===== config.mk =====
export PLATFORM = sky130hd
export DESIGN_NAME = can_frame_seq
export DESIGN_NICKNAME = d
export VERILOG_FILES = /design/src/rtl/can_frame_seq.sv
export SDC_FILE = /design/constraint.sdc
export NUM_CORES = 1
export LEC_CHECK = 0
export BUFFER_PORTS_ARGS = -buffer_cell sky130_fd_sc_hd__buf_2
export CORE_MARGIN = 4
export CORE_UTILIZATION = 60
export DETAILED_ROUTE_END_ITERATION = 10
export PLACE_DENSITY = 0.83
export SLEW_MARGIN = 20
export SYNTH_ARGS = -nofsm -noshare
export SYNTH_HDL_FRONTEND = slang
export SYNTH_SLANG_ARGS = --single-unit

===== constraint.sdc =====
create_clock -name clkin -period 3.42 [get_ports clkin]
set_input_delay 0.171 -clock clkin [delete_from_list [all_inputs] [get_ports clkin]]
set_output_delay 0.171 -clock clkin [all_outputs]
set_load 0.01 [all_outputs]

===== src/rtl/can_frame_seq.sv =====
// Receive-side CAN 2.0 frame sequencer: tracks SOF..IFS, gates the unstuffer, captures fields, checks CRC-15.
// Define CAN_EXT_ID_EN to accept 29-bit extended frames; otherwise IDE=1 is a form error.
module can_frame_seq #(
    parameter int BUSINT_BITS = 11
) (
    input  logic        clkin,
    input  logic        rstn,
    input  logic        bitin,
    input  logic        bitvld,
    input  logic        stuff_err,
    output logic        unstuff_en,
    output logic [3:0]  state,
    output logic [28:0] id,
    output logic        ide,
    output logic        rtr,
    output logic [3:0]  dlc,
    output logic [7:0]  data_byte,
    output logic        byte_vld,
    output logic        ack_drv,
    output logic        frame_ok,
    output logic        form_err,
    output logic        crc_err,
    output logic        stf_err
);

    typedef enum logic [3:0] {
        S_WAIT, S_IDLE, S_ID, S_RTR, S_IDE, S_IDB, S_R0, S_DLC,
        S_DATA, S_CRC, S_CRCDEL, S_ACK, S_ACKDEL, S_EOF, S_IFS
    } state_t;

    localparam logic [5:0] BUSINT_LAST = 6'(BUSINT_BITS - 1);

    state_t      state_q, state_d;
    logic [5:0]  cnt_q, cnt_d;
    logic [14:0] crc_q, crc_d;
    logic [14:0] crc_rx_q, crc_rx_d;
    logic [28:0] id_q, id_d;
    logic        ide_q, ide_d;
    logic        rtr_q, rtr_d;
    logic [3:0]  dlc_q, dlc_d;
    logic [6:0]  data_sr_q, data_sr_d;
    logic [7:0]  data_byte_q, data_byte_d;
    logic        byte_vld_q, byte_vld_d;
    logic        crc_ok_q, crc_ok_d;
    logic        frame_ok_q, frame_ok_d;
    logic        form_err_q, form_err_d;
    logic        crc_err_q, crc_err_d;
    logic        stf_err_q, stf_err_d;

    logic        crc_nxt;
    logic [14:0] crc_upd;
    logic [14:0] crc_rx_nxt;
    logic [3:0]  dlc_nxt;
    logic [2:0]  last_byte;
    logic [28:0] id_shift;

    assign crc_nxt    = bitin ^ crc_q[14];
    assign crc_upd    = {crc_q[13:0], 1'b0} ^ (crc_nxt ? 15'h4599 : 15'h0000);
    assign crc_rx_nxt = {crc_rx_q[13:0], bitin};
    assign dlc_nxt    = {dlc_q[2:0], bitin};
    // DLC 9..15 still carries 8 bytes
    assign last_byte  = dlc_q[3] ? 3'd7 : (dlc_q[2:0] - 3'd1);
`ifdef CAN_EXT_ID_EN
    assign id_shift   = {id_q[27:0], bitin};
`else
    assign id_shift   = {18'd0, id_q[9:0], bitin};
`endif

    always_comb begin
        state_d     = state_q;
        cnt_d       = cnt_q;
        crc_d       = crc_q;
        crc_rx_d    = crc_rx_q;
        id_d        = id_q;
        ide_d       = ide_q;
        rtr_d       = rtr_q;
        dlc_d       = dlc_q;
        data_sr_d   = data_sr_q;
        data_byte_d = data_byte_q;
        crc_ok_d    = crc_ok_q;
        byte_vld_d  = 1'b0;
        frame_ok_d  = 1'b0;
        form_err_d  = 1'b0;
        crc_err_d   = 1'b0;
        stf_err_d   = 1'b0;

        if (stuff_err && unstuff_en) begin
            state_d   = S_WAIT;
            stf_err_d = 1'b1;
        end else if (bitvld) begin
            cnt_d = cnt_q + 6'd1;
            if (state_q >= S_ID && state_q <= S_DATA) begin
                crc_d = crc_upd;
            end
            case (state_q)
                S_WAIT: begin
                    if (!bitin)                    cnt_d   = '0;
                    else if (cnt_q == BUSINT_LAST) state_d = S_IDLE;
                end
                S_IDLE: begin
                    cnt_d = '0;
                    if (!bitin) begin
                        state_d  = S_ID;
                        crc_d    = '0;
                        crc_rx_d = '0;
                        id_d     = '0;
                        ide_d    = 1'b0;
                        rtr_d    = 1'b0;
                        dlc_d    = '0;
                        crc_ok_d = 1'b0;
                    end
                end
                S_ID: begin
                    id_d = id_shift;
                    if (cnt_q == 6'd10) state_d = S_RTR;
                end
                S_RTR: begin
                    // first pass is RTR (standard) or SRR; second pass, after ID-B, is the real RTR
                    rtr_d   = bitin;
                    state_d = ide_q ? S_R0 : S_IDE;
                end
                S_IDE: begin
                    if (bitin) begin
`ifdef CAN_EXT_ID_EN
                        ide_d   = 1'b1;
                        state_d = S_IDB;
`else
                        form_err_d = 1'b1;
                        state_d    = S_WAIT;
`endif
                    end else begin
                        state_d = S_R0;
                    end
                end
                S_IDB: begin
                    id_d = id_shift;
                    if (cnt_q == 6'd17) state_d = S_RTR;
                end
                S_R0: begin
                    if (!ide_q || cnt_q == 6'd1) state_d = S_DLC;
                end
                S_DLC: begin
                    dlc_d = dlc_nxt;
                    if (cnt_q == 6'd3) state_d = (rtr_q || dlc_nxt == 4'd0) ? S_CRC : S_DATA;
                end
                S_DATA: begin
                    data_sr_d = {data_sr_q[5:0], bitin};
                    if (cnt_q[2:0] == 3'd7) begin
                        data_byte_d = {data_sr_q, bitin};
                        byte_vld_d  = 1'b1;
                    end
                    if (cnt_q == {last_byte, 3'b111}) state_d = S_CRC;
                end
                S_CRC: begin
                    crc_rx_d = crc_rx_nxt;
                    if (cnt_q == 6'd14) begin
                        crc_ok_d  = (crc_rx_nxt == crc_q);
                        crc_err_d = (crc_rx_nxt != crc_q);
                        state_d   = S_CRCDEL;
                    end
                end
                S_CRCDEL, S_ACKDEL: begin
                    if (!bitin) begin
                        form_err_d = 1'b1;
                        state_d    = S_WAIT;
                    end else begin
                        state_d = (state_q == S_CRCDEL) ? S_ACK : S_EOF;
                    end
                end
                S_ACK: state_d = S_ACKDEL;
                S_EOF: begin
                    if (!bitin) begin
                        form_err_d = 1'b1;
                        state_d    = S_WAIT;
                    end else if (cnt_q == 6'd6) begin
                        frame_ok_d = crc_ok_q;
                        state_d    = S_IFS;
                    end
                end
                S_IFS: begin
                    if (!bitin)              state_d = S_WAIT;
                    else if (cnt_q == 6'd2)  state_d = S_IDLE;
                end
                default: state_d = S_WAIT;
            endcase
        end

        if (state_d != state_q) cnt_d = '0;
    end

    always_ff @(posedge clkin or negedge rstn) begin
        if (!rstn) begin
            state_q     <= S_WAIT;
            cnt_q       <= '0;
            crc_q       <= '0;
            crc_rx_q    <= '0;
            id_q        <= '0;
            ide_q       <= 1'b0;
            rtr_q       <= 1'b0;
            dlc_q       <= '0;
            data_sr_q   <= '0;
            data_byte_q <= '0;
            byte_vld_q  <= 1'b0;
            crc_ok_q    <= 1'b0;
            frame_ok_q  <= 1'b0;
            form_err_q  <= 1'b0;
            crc_err_q   <= 1'b0;
            stf_err_q   <= 1'b0;
        end else begin
            state_q     <= state_d;
            cnt_q       <= cnt_d;
            crc_q       <= crc_d;
            crc_rx_q    <= crc_rx_d;
            id_q        <= id_d;
            ide_q       <= ide_d;
            rtr_q       <= rtr_d;
            dlc_q       <= dlc_d;
            data_sr_q   <= data_sr_d;
            data_byte_q <= data_byte_d;
            byte_vld_q  <= byte_vld_d;
            crc_ok_q    <= crc_ok_d;
            frame_ok_q  <= frame_ok_d;
            form_err_q  <= form_err_d;
            crc_err_q   <= crc_err_d;
            stf_err_q   <= stf_err_d;
        end
    end

    assign unstuff_en = (state_q >= S_ID) && (state_q <= S_CRC);
    assign ack_drv    = (state_q == S_ACK) && crc_ok_q;
    assign state      = state_q;
    assign id         = id_q;
    assign ide        = ide_q;
    assign rtr        = rtr_q;
    assign dlc        = dlc_q;
    assign data_byte  = data_byte_q;
    assign byte_vld   = byte_vld_q;
    assign frame_ok   = frame_ok_q;
    assign form_err   = form_err_q;
    assign crc_err    = crc_err_q;
    assign stf_err    = stf_err_q;

endmodule


==> flow_metrics.py <==
metrics = {
    "worst_setup_path": {
        "path_cells": "or3_1, nand3_2, inv_2, nor2_4, nand2_2, or3_1, a21oi_1",
        "timing.rr.start": "state[2]",
        "cp_data_arrival_time_ns": 2.85,
        "path_common_cell": "or3_1",
        "rr_worst_depth": 7,
        "startpoint": "state[2]",
        "crit_path_max_incr_delay_ns": 0.63,
        "cp_max_fo": 23,
        "required_ns": 3.68,
        "startpoint_type": "flip-flop",
        "rrSetupSlack_ns": 0.83,
        "timing.rr.end": "crc_q[14]",
        "endpoint": "crc_q[14]",
        "end_kind": "flip-flop",
        "slowest_stage": "dfrtp_1",
        "path_class": "flip-flop to flip-flop",
    },
    "cts": {
        "cts_tree": "yes",
        "postCtsSetupBuffers": 0,
        "cts.reportedPaths.clkPinSlew_ns": 0.07,
        "htree_num_levels": 3,
        "clock_latency_ns": 0.34,
        "ctsHoldBuffers": 0,
        "cts_made_buffers": 9,
        "post_cts_resized": 0,
        "clock_path_buffers": 2,
        "root_buffer": "clkbuf_8",
        "cts.sinks": 76,
    },
    "timing": {
        "slew_headroom": 0.3827,
        "setup_viol": 0,
        "rsz0062_at_grt": "no",
        "finalHoldViolations": 76,
        "max_slew.worst_pin.slew_ns": 0.9260,
        "period_minus_slack_ns": 2.591,
        "fin_hold_ws_ns": -0.03961,
        "slew_violations": 0,
        "tns_ns": 0,
        "final_min_period_over_clock_period": 0.7575,
        "max_freq_mhz": 386.0,
        "fin_worst_skew_ns": 0.01292,
    },
    "final_layout": {
        "nets": 491,
        "design_area_um2": 4568,
        "syn_to_final_growth_pct": 7.288,
        "regArea_um2": 1902,
        "layout-drive-gt1-share": 0.1876,
        "antenna_cells": 0,
        "multi_input_area_um2": 2085,
        "fillCellCount": 552,
    },
    "floorplan": {
        "rows": 30,
        "fp.dieArea_um2": 8508,
        "fp.coreArea_um2": 6832,
        "io_pins": 59,
        "die_h_um": 92.24,
        "die_x_um": 92.24,
        "start_util": 0.6233,
    },
    "synthesis": {
        "synth_edf_count": 0,
        "synth_area_leaders": "dfrtp_1, nand2_1, buf_4, o21ai_0, mux2_2",
        "synth.largest_area_cell": "dfrtp_1",
        "syn_avg_cell_area_um2": 9.378,
        "synth_seq_cells": 76,
        "yosys-top-cells-count": "dfrtp_1, nand2_1, nor2_1",
        "synth-async-reset-ratio": 1.000,
        "seq_area_frac_synth": 0.4467,
        "yosysMostFrequentCell": "dfrtp_1",
        "ys_types": 61,
        "syn_inst": 454,
        "synth_area_um2": 4258,
        "synth_ff_type": "dfrtp_1",
        "synth_top_area_frac": 0.4467,
        "yosys_warnings": 0,
    },
    "route": {
        "ant_nets": 0,
        "wl_per_cell_um": 15.16,
        "drtIter0Drc": 262,
        "vias": 3216,
        "drc_errors": 0,
        "totalWireLength_mm": 8.806,
        "post_drt_via_cell_ratio": 5.535,
        "dr.pass1.iters": 6,
    },
    "outcome": {
        "status": "finished with violations",
        "violations": "hold timing",
    },
    "placed_design": {
        "placed_area_um2": 4368,
        "numPortBuffers": 39,
        "place.detailed.hpwl_mm": 6.244,
        "gp_congestion": 0.9404,
    },
    "pwr": {
        "switching_share": 0.3755,
        "pwr-share-comb": 0.335,
        "seq_power_share": 0.435,
        "ir_worst_vdd_uv": 443.8,
        "leakage_nw": 2.156,
        "power_density_nw_per_um2": 658.4,
        "p_int_w": 0.001878,
        "switching_power_w": 0.001129,
        "p_clk_frac": 0.229,
    },
    "worst_hold_path": {
        "hold_path.class": "primary input to async pin",
    },
    "grt": {
        "track_usage": 0.2165,
        "grt_pass1_wl_mm": 14.77,
        "gr-total-overflow": 0,
        "grt_max_degree": 77,
        "antenna_found_initial": 0,
        "grt_pass1_vias": 3039,
    },
    "run": {
        "drv_cap": 0,
    },
}
[per-layer routing]
layer	vias to the layer above	global-route usage	wire length, µm
met4	0	0.08168	183
li1	1579	-	-
met2	109	0.3461	4200
met3	25	0.03774	504
met5	-	0	0
met1	1503	0.2958	3916
[power groups by stage]
stage          logic, W  registers [W]  clock network [W]
2_1_floorplan  0.000823        0.00127                  0
3_3_place_gp   0.000981        0.00131                  0
4_1_cts         0.00101        0.00130           0.000699
6_report        0.00101        0.00131           0.000690
3_5_place_dp    0.00101        0.00132                  0
5_1_grt         0.00114        0.00134           0.000745
[worst min-delay path by stage]
stage	endpoint	depth (start not counted)
floorplan	byte_vld	0
global placement	data_byte[4]	1
detailed placement	data_byte[4]	1
CTS	dlc[3]	1
global route	data_byte[4]	1
finish	data_byte[3]	1
[critical path: cells and delay by family (launching register included)]
| family | cells | cell delay [ns] |
|---|---|---|
| AOI/OAI and AO/OA | 1 | 0.14 |
| DFF | 1 | 0.63 |
| buffers and inverters | 1 | 0.08 |
| and+or+nand+nor | 5 | 1.65 |
[registers in the layout (all words and copies together), names as in the netlist]
| register | cells |
|---|---|
| cnt_q | 6 |
| frame_ok | 1 |
| crc_q | 15 |
| rtr | 1 |
| byte_vld | 1 |
| crc_err | 1 |
| form_err | 1 |
| data_byte | 8 |
| id | 11 |
| stf_err | 1 |
| dlc | 4 |
| state | 4 |
| crc_rx_q | 14 |
| crc_ok_q | 1 |
| data_sr_q | 7 |
[layout make-up]
type	count	share of cell area
Clock inverter	4	0.01068
Inverter	11	0.009039
Sequential cell	76	0.4163
Multi-Input combinational cell	341	0.4563
Timing Repair Buffer	42	0.04821
Clock buffer	11	0.03314
Tap cell	96	0.02629
[cells by family after synthesis]
group                      synth area share
DFF                                  0.4467
xor gates and xnor gates            0.05995
buffers and inverters               0.08081
AOI/OAI and AO/OA                    0.1249
other                             0.0008807
and+or+nand+nor                      0.2116
muxes                               0.06054
adders and majority gates           0.01469
[cell usage in the layout, fill, tap and decap left out, types with 4 or more instances in the layout]
cell | synthesis | final
nor2b_1 | 6 | 6
nor4_1 | 5 | 5
o21ai_0 | 32 | 32
conb_1 | 1 | 19
mux2_2 | 14 | 14
o31ai_1 | 4 | 4
clkbuf_8 | 0 | 11
a21oi_1 | 16 | 16
mux2i_1 | 10 | 10
a31oi_1 | 6 | 6
nand2_1 | 73 | 73
dfrtp_1 | 76 | 76
nand3_1 | 8 | 8
inv_1 | 10 | 10
xnor2_1 | 18 | 18
nor2_1 | 39 | 39
xor2_1 | 8 | 8
o21ai_1 | 7 | 7
buf_4 | 22 | 4
ha_1 | 5 | 5
nand4_1 | 5 | 5
buf_2 | 8 | 38
nor3_1 | 13 | 12
and3_1 | 6 | 6
[through the flow]
step | std cells | power (W) | setup WS (ns) | utilization | hold slack, ns
2_1_floorplan | 472 | 0.002089 | 1.265 | - | -0.1246
3_3_place_gp | 566 | 0.002292 | 0.9651 | 0.6394 | 0.3644
3_5_place_dp | 566 | 0.002329 | 0.8840 | 0.6394 | 0.3756
4_1_cts | 581 | 0.003018 | 0.8505 | 0.6687 | 0.004048
5_1_grt | 581 | 0.003225 | 0.6639 | 0.6687 | 0.03488
6_report | 581 | 0.003008 | 0.8292 | 0.6687 | -0.03961
Note: power is estimated with default switching activity, not from simulation.
